$ cat config.mk
export PLATFORM = sky130hd
export DESIGN_NAME = pop_arbiter
export DESIGN_NICKNAME = d
export VERILOG_FILES = /design/src/rtl/pop_arbiter.sv
export SDC_FILE = /design/constraint.sdc
export NUM_CORES = 1
export LEC_CHECK = 0
export BUFFER_PORTS_ARGS = -buffer_cell sky130_fd_sc_hd__buf_2
export CORE_MARGIN = 2
export CORE_UTILIZATION = 47
export DETAILED_ROUTE_END_ITERATION = 6
export HOLD_SLACK_MARGIN = 0.08
export PLACE_DENSITY = 0.74
export SKIP_LAST_GASP = 1
export SYNTH_ARGS = -nofsm -noshare
export SYNTH_HDL_FRONTEND = slang
export SYNTH_SLANG_ARGS = --single-unit
$ cat constraint.sdc
create_clock -name clk -period 1.6 [get_ports clk]
set_input_delay 0.24 -clock clk [delete_from_list [all_inputs] [get_ports clk]]
set_output_delay 0.24 -clock clk [all_outputs]
set_load 0.02 [all_outputs]
$ cat src/rtl/pop_arbiter.sv
// pop_arbiter
//   Round-robin arbiter that lets four requesters share a single FIFO read
//   port. One pop is outstanding at a time: a winner is chosen in IDLE, a
//   one-cycle pop strobe is issued in ISSUE, and WAIT holds the grant until
//   the FIFO returns data or a timeout expires.
//
// Parameters
//   DATA_WIDTH  FIFO data word width in bits
//   TIMEOUT     maximum WAIT cycles allowed for the FIFO to answer (1..255)
//
// Ports
//   clk         clock, rising edge
//   reset       asynchronous active-low reset
//   req[3:0]    level-sensitive pop requests, bit i = requester i
//   emptyIn     shared FIFO empty flag
//   dataIn      shared FIFO read data
//   popValidIn  qualifies dataIn (only honoured in WAIT)
//   popOut      registered one-cycle pop strobe to the FIFO
//   gnt[3:0]    registered one-hot grant, held from ISSUE through WAIT
//   dataOut     last delivered word, held until the next delivery
//   dataValid   one-cycle one-hot delivery strobe to the granted requester
//   busy        high whenever the arbiter is not idle
//   errOut      one-cycle pulse when WAIT times out
module pop_arbiter #(
  parameter int DATA_WIDTH = 8,
  parameter int TIMEOUT    = 15
) (
  input  logic                  clk,
  input  logic                  reset,
  input  logic [3:0]            req,
  input  logic                  emptyIn,
  input  logic [DATA_WIDTH-1:0] dataIn,
  input  logic                  popValidIn,
  output logic                  popOut,
  output logic [3:0]            gnt,
  output logic [DATA_WIDTH-1:0] dataOut,
  output logic [3:0]            dataValid,
  output logic                  busy,
  output logic                  errOut
);

  // Encoding 2'b11 is unused; the default branch returns it to IDLE.
  typedef enum logic [1:0] {
    ST_IDLE  = 2'b00,
    ST_ISSUE = 2'b01,
    ST_WAIT  = 2'b10
  } state_t;

  localparam logic [7:0] CNT_LAST = 8'(TIMEOUT - 1);

  state_t                state_r;
  state_t                state_nx_s;
  logic [3:0]            gnt_r;
  logic [3:0]            gnt_nx_s;
  logic [1:0]            last_r;
  logic [1:0]            last_nx_s;
  logic [7:0]            cnt_r;
  logic [7:0]            cnt_nx_s;
  logic                  pop_r;
  logic                  pop_nx_s;
  logic [DATA_WIDTH-1:0] dout_r;
  logic [DATA_WIDTH-1:0] dout_nx_s;
  logic [3:0]            dv_r;
  logic [3:0]            dv_nx_s;
  logic                  busy_r;
  logic                  busy_nx_s;
  logic                  err_r;
  logic                  err_nx_s;

  logic [1:0]            cand_s;
  logic [1:0]            win_idx_s;
  logic                  win_found_s;
  logic [3:0]            win_onehot_s;
  logic [1:0]            gnt_idx_s;

  // Round-robin search starting one past the last served requester.
  always_comb begin
    cand_s      = last_r;
    win_idx_s   = last_r;
    win_found_s = 1'b0;
    for (int k = 1; k <= 4; k++) begin
      cand_s = last_r + 2'(k);
      if (!win_found_s && req[cand_s]) begin
        win_idx_s   = cand_s;
        win_found_s = 1'b1;
      end else begin
        win_found_s = win_found_s;
      end
    end
    win_onehot_s = 4'b0001 << win_idx_s;
  end

  // Index of the currently granted requester, used to update last_r.
  always_comb begin
    case (gnt_r)
      4'b0001: gnt_idx_s = 2'd0;
      4'b0010: gnt_idx_s = 2'd1;
      4'b0100: gnt_idx_s = 2'd2;
      4'b1000: gnt_idx_s = 2'd3;
      default: gnt_idx_s = 2'd0;
    endcase
  end

  // Next-state and next-output logic; strobes default low every cycle.
  always_comb begin
    state_nx_s = state_r;
    gnt_nx_s   = gnt_r;
    last_nx_s  = last_r;
    cnt_nx_s   = cnt_r;
    pop_nx_s   = 1'b0;
    dout_nx_s  = dout_r;
    dv_nx_s    = 4'b0000;
    err_nx_s   = 1'b0;
    case (state_r)
      ST_IDLE: begin
        if ((req != 4'b0000) && !emptyIn) begin
          gnt_nx_s   = win_onehot_s;
          pop_nx_s   = 1'b1;
          state_nx_s = ST_ISSUE;
        end else begin
          gnt_nx_s   = 4'b0000;
          state_nx_s = ST_IDLE;
        end
      end
      ST_ISSUE: begin
        // The pop is already committed; nothing here can cancel it.
        cnt_nx_s   = 8'd0;
        state_nx_s = ST_WAIT;
      end
      ST_WAIT: begin
        if (popValidIn) begin
          dout_nx_s  = dataIn;
          dv_nx_s    = gnt_r;
          last_nx_s  = gnt_idx_s;
          gnt_nx_s   = 4'b0000;
          cnt_nx_s   = 8'd0;
          state_nx_s = ST_IDLE;
        end else if (cnt_r == CNT_LAST) begin
          // Timed out: the slot still counts as served for fairness.
          err_nx_s   = 1'b1;
          last_nx_s  = gnt_idx_s;
          gnt_nx_s   = 4'b0000;
          cnt_nx_s   = 8'd0;
          state_nx_s = ST_IDLE;
        end else begin
          cnt_nx_s = cnt_r + 8'd1;
        end
      end
      default: begin
        gnt_nx_s   = 4'b0000;
        cnt_nx_s   = 8'd0;
        state_nx_s = ST_IDLE;
      end
    endcase
    busy_nx_s = (state_nx_s != ST_IDLE);
  end

  // State and registered outputs.
  always_ff @(posedge clk or negedge reset) begin
    if (!reset) begin
      state_r <= ST_IDLE;
      gnt_r   <= 4'b0000;
      last_r  <= 2'd3;
      cnt_r   <= 8'd0;
      pop_r   <= 1'b0;
      dout_r  <= {DATA_WIDTH{1'b0}};
      dv_r    <= 4'b0000;
      busy_r  <= 1'b0;
      err_r   <= 1'b0;
    end else begin
      state_r <= state_nx_s;
      gnt_r   <= gnt_nx_s;
      last_r  <= last_nx_s;
      cnt_r   <= cnt_nx_s;
      pop_r   <= pop_nx_s;
      dout_r  <= dout_nx_s;
      dv_r    <= dv_nx_s;
      busy_r  <= busy_nx_s;
      err_r   <= err_nx_s;
    end
  end

  assign popOut    = pop_r;
  assign gnt       = gnt_r;
  assign dataOut   = dout_r;
  assign dataValid = dv_r;
  assign busy      = busy_r;
  assign errOut    = err_r;

endmodule

**Word-level counts from Yosys, hierarchy flattened**

Cells that the tools add are included.

- Shift-type cells: 1
- Eq/ne operators: 7
- $add $sub $neg: 4
- Multiplexer cells: 36
- Order comparisons: 4
- Reductions and logical operators: 15
- Multipliers: 0
- Bitwise logic cells: 1
- Div/mod/pow operators: 0

Operators by type and width:

| cell | count |
|---|---|
| 4-bit two-way mux | 5 |
| 2-bit two-way mux | 8 |
| 8-bit two-way mux | 2 |
| 8-bit case mux with 2 select lines | 1 |
| 1-bit two-way mux | 13 |
| 2-bit by 3-bit < comparator with 1-bit output (second input constant) | 4 |
| 2-bit case mux with 3 select lines | 2 |
| 4-bit case mux with 3 select lines | 1 |
| 8-bit by 1-bit adder with 8-bit output (second input constant) | 1 |
| 1-bit binary-select mux with 2-bit select | 4 |
| 8-bit by 4-bit equality test with 1-bit output (second input constant) | 1 |
| 2-bit AND reduction | 3 |
| 2-bit adder (second input constant) | 2 |
| 4-bit by 2-bit equality test with 1-bit output (second input constant) | 1 |
| 4-bit by 3-bit equality test with 1-bit output (second input constant) | 1 |
| 4-bit equality test (second input constant) | 1 |
| 1-bit logical AND | 4 |
| 1-bit zero test | 4 |
| 2-bit nonzero test | 2 |
| 4-bit nonzero test | 1 |
| 1-bit by 2-bit << shifter with 4-bit output (first input constant) | 1 |
| 3-bit inequality test (second input constant) | 1 |
| 2-bit by 1-bit adder with 2-bit output (second input constant) | 1 |
| 2-bit by 1-bit equality test with 1-bit output (second input constant) | 1 |
| other kinds (3) | 3 |

- Memories kept: 0
- Latch bits: 0
- Bits in registers: 31
- Bits in writable memories: 0
- Word-level logic and storage cells: 77
- Output and inout port bits: 19
- Bits in read-only memories: 0

**Longest topological paths before layout**

- Word-level depth: 16
- Depth in mapped cells: 6

**Worst setup path before layout**

Ideal clock, no wire load.

- Kind: reg2reg
- Start point: reg cnt_r[0]
- End point: reg cnt_r[6]
- Data arrival time: 1,411 ps
- Setup time: 124 ps
- Required time: 1,476 ps
- Path buffers: 0
- Clock period less this slack: 1,535 ps
- Slack: 65 ps
- Stages on the path, launching flop included: 7
- Cells stage by stage: dfrtp_1 > inv_1 > ha_1 > nor3b_4 > a211oi_4 > and3_1 > a211o_1

- Cells in the longest elaborated chain, start to end: 4
- Elaborated cells between the ends (all ways): 5
- Those cells by class: 1 x add/sub; 1 x eq/ne; 3 x mux

Ends and longest elaborated chain:

| what | line | text |
|---|---|---|
| start: declaration | 57 | `logic [7:0] cnt_r;` |
| start signal: assignment | 174 | `cnt_r <= cnt_nx_s;` |
| 8-bit by 1-bit adder with 8-bit output or 8-bit by 4-bit equality test with 1-bit output (tied branches) | 146, 138 |  |
| 8-bit two-way mux * | 138 | `end else if (cnt_r == CNT_LAST) begin` |
| 8-bit two-way mux * | 131 | `if (popValidIn) begin` |
| 8-bit case mux with 2 select lines * | 114 | `case (state_r)` |

Mark *: on every way between the ends. The rest lies on a longest branch, timed or not.
A chain may end at the register's enable or synchronous reset.

**Final worst setup path**

- Start point: reg cnt_r[0]
- End point: reg busy_r, in the netlist busy

- Cells in the longest elaborated chain, start to end: 5

Ends and longest elaborated chain:

| what | line | text |
|---|---|---|
| 8-bit by 4-bit equality test with 1-bit output | 138 |  |
| 2-bit two-way mux | 138 |  |
| 2-bit two-way mux | 131 |  |
| 2-bit case mux with 3 select lines | 114 |  |
| net state_nx_s[1] | 52 | `state_t state_nx_s;` |
| 2-bit nonzero test | 155 | `busy_nx_s = (state_nx_s != ST_IDLE);` |
| net busy_nx_s | 66 | `logic busy_nx_s;` |
| end signal: assignment | 178 | `busy_r <= busy_nx_s;` |
| end: declaration | 65 | `logic busy_r;` |

The timed path passes the listed nets, and every way through them passes these cells.

==> impl_metrics.tcl <==
set metrics [dict create \
    cap_violations 0 \
    fin_cells 204 \
    first_iter_violations 22 \
    routed_wirelength_mm 2.88 \
    power_leakage_nw 0.899 \
    routed-wl-met3_um 180 \
    rsz0062_at_grt "yes" \
    cp_data_required_time_ns 1.82 \
    die_h_um 59.9 \
    crit_type "flip-flop to flip-flop" \
    holdWs_ns 0.105 \
    ant_nets 0 \
    fmax_mhz 619 \
    skew_ns 0.00864 \
    setup_slack_ns -0.0148 \
    wl_met2_mm 1.38 \
    crit_arrival_ns 1.84 \
    tightest_slew_ns 0.655 \
    synth_area_um2 1470 \
    area_growth_pct 25.9 \
    hp-class "input port to flip-flop" \
    drive_gt1_share_pct 45.0 \
    fillers 257 \
    rows 20 \
    diodes 0 \
    worstPathCellList "inv_1 -> ha_1 -> nor3b_4 -> a211o_4 -> o21ai_4 -> or2_1" \
    wl_per_cell_um 14.1 \
    place.gp.congestion 0.796 \
    relSlewSlack_pct 56.3 \
    fp.dieW_um 59.9 \
    cts_tree "yes" \
    synth-async-reset-ratio_pct 100 \
    start_util_pct 48.8 \
    nets 188 \
    cts_buffers 5 \
    clock-root-buffer "clkbuf_4" \
    clk_latency_ns 0.33 \
    first_pass_iters 4 \
    synth-main-ff-cell "dfrtp_1" \
    core_um2 3000 \
    via_per_inst 5.55 \
    yosys_warnings 0 \
    crit_path_max_incr_delay_ns 0.40 \
    clk_pin_slew_worst_paths_ns 0.10 \
    drv_slew 0 \
    pin_count 35 \
    post-route-min-period_ns 1.61 \
    portBuffers 34 \
    clk_path_buf_depth 2 \
    status "complete, but fails checks" \
    synth_area_per_cell_um2 12.0 \
    grt_overflow 0 \
    ys_seq_elements 31 \
    dieArea_um2 3580 \
    power_density_nw_per_um2 1640 \
    synth-edff-count 0 \
    grt_max_degree 32 \
    synth_nets 140 \
    cp_max_fo 7 \
    fin_crit_sh_pct 101 \
    synth_cells 122 \
    wl_met1_mm 1.28 \
    cp-end-kind "flip-flop" \
    num_vias 1133 \
    top_layer "met4" \
    gr-usage-all-layers_pct 17.7 \
    yosys.cell_types.count 45 \
    synth_seq_area_share_pct 53.1 \
    cts.sinks 31 \
    startpoint_type "flip-flop" \
    slowest_stage "dfrtp_1" \
    dp_cells 191 \
    ctsHtreeMaxLevel 2 \
    grt_pass1_vias 1026 \
    hold_viol 0 \
    route.detailed.drc 0 \
    grt_pass1_wl_mm 4.54 \
    violations "negative setup slack" \
    antenna_found_initial 0 \
    setup_viol 3 \
    dpl.hpwl_mm 2.04 \
    ir_drop_uv 539 \
]
routing by layer:
layer / track usage [%] / vias to the layer above
li1: - / 546
met1: 20.2 / 544
met2: 29.3 / 37
met3: 7.14 / 6
met4: 6.98 / 0
met5: 0 / -
where the power goes:
part           total [W]  switching, W  internal (W)
Combinational    0.00124      0.000666      0.000571
Sequential       0.00117      0.000155       0.00101
Clock           0.000624      0.000255      0.000369
Total            0.00303       0.00108       0.00195
flip-flops by register name, summed over array words and instances (netlist names):
signal	flops
cnt_r	8
popOut	1
gnt	4
last_r	2
dataOut	8
busy	1
state_r	2
errOut	1
dataValid	4
cell usage after synthesis, drive strengths merged, types with 4 or more instances:
library cell | count | area share [%]
a21oi | 6 | 2.3
and2 | 4 | 1.7
buf | 4 | 1.8
dfrtp | 29 | 49
inv | 4 | 1.0
mux2 | 10 | 7.7
nand2 | 5 | 1.3
nor2 | 6 | 1.5
nor3 | 4 | 1.4
worst max-delay path, delay by kind of cell, from the launching register on:
kind / cells / cell delay (ns)
and+or+nand+nor: 2 / 0.55
AOI/OAI and AO/OA: 2 / 0.34
DFF: 1 / 0.40
adders and majority gates: 1 / 0.16
buffers and inverters: 1 / 0.06
metrics by stage:
step | util [%] | setup TNS [ns] | area (um2) | power (W) | setup slack, ns
floorplan | - | 0 | 1470 | 0.00196 | 0.0647
global placement | 56.5 | 0 | 1700 | 0.00227 | 0.0353
detailed placement | 56.5 | -0.208 | 1700 | 0.00232 | -0.0442
CTS | 60.2 | -0.0632 | 1810 | 0.00298 | -0.0328
global route | 61.5 | -0.717 | 1850 | 0.00323 | -0.0855
finish | 61.5 | -0.0397 | 1850 | 0.00303 | -0.0148
final timing paths:
kind / from / end / slack, ns / cells past startpoint
worst max-delay path: cnt_r[0]$_DFFE_PN0N_ / busy$_DFF_PN0_ / -0.01 / 6
worst min-delay path: emptyIn / state_r[0]$_DFF_PN0_ / 0.11 / 2
worst max register to register: cnt_r[0]$_DFFE_PN0N_ / busy$_DFF_PN0_ / -0.01 / 6
worst min register to register: dataOut[2]$_DFFE_PN0P_ / dataOut[2]$_DFFE_PN0P_ / 0.51 / 1
max in group asynchronous: reset / gnt[2]$_DFFE_PN0P_ / 0.71 / 2
min in group asynchronous: reset / dataOut[5]$_DFFE_PN0P_ / 0.46 / 2
what timing repair did:
action,in CTS,in global routing
endpoints found under the setup margin,11,11
setup buffers,2,2
hold buffers,1,0
pin swaps,1,3
resized for setup,0,6
endpoints found under the hold margin,29,0
cells in the final DEF, fill, tap and decap left out, drive strengths merged, types with 2 or more instances in the layout:
cell type and count:
a211o 2, a21o 2, a21oi 6, a22o 3
a32o 2, and2 4, and3 3, buf 44
clkbuf 6, dfrtp 29, dfstp 2, ha 2
inv 4, mux2 10, nand2 5, nand2b 3
nand3 3, nor2 6, nor2b 3, nor3 4
nor4 3, o21ai 3, o2bb2ai 2, or2 2
xnor2 2
logic make-up (layout without fill, tap and decap cells):
family / count (synthesis) / after routing / share of synthesized area, %
and+or+nand+nor: 41 / 41 / 17.3
muxes: 11 / 11 / 8.36
adders and majority gates: 2 / 2 / 1.71
xor gates and xnor gates: 2 / 2 / 1.19
AOI/OAI and AO/OA: 27 / 27 / 15.5
DFF: 31 / 31 / 53.1
buffers and inverters: 8 / 57 / 2.82
cell type report:
| cell class | count | area (um2) | area share [%] |
|---|---|---|---|
| Clock buffer | 6 | 51.3 | 2.78 |
| Clock inverter | 2 | 35.0 | 1.90 |
| Inverter | 4 | 15.0 | 0.813 |
| Multi-Input combinational cell | 83 | 671 | 36.3 |
| Sequential cell | 31 | 778 | 42.1 |
| Tap cell | 33 | 41.3 | 2.24 |
| Timing Repair Buffer | 45 | 255 | 13.8 |
Power figures use the tool's default switching activity.
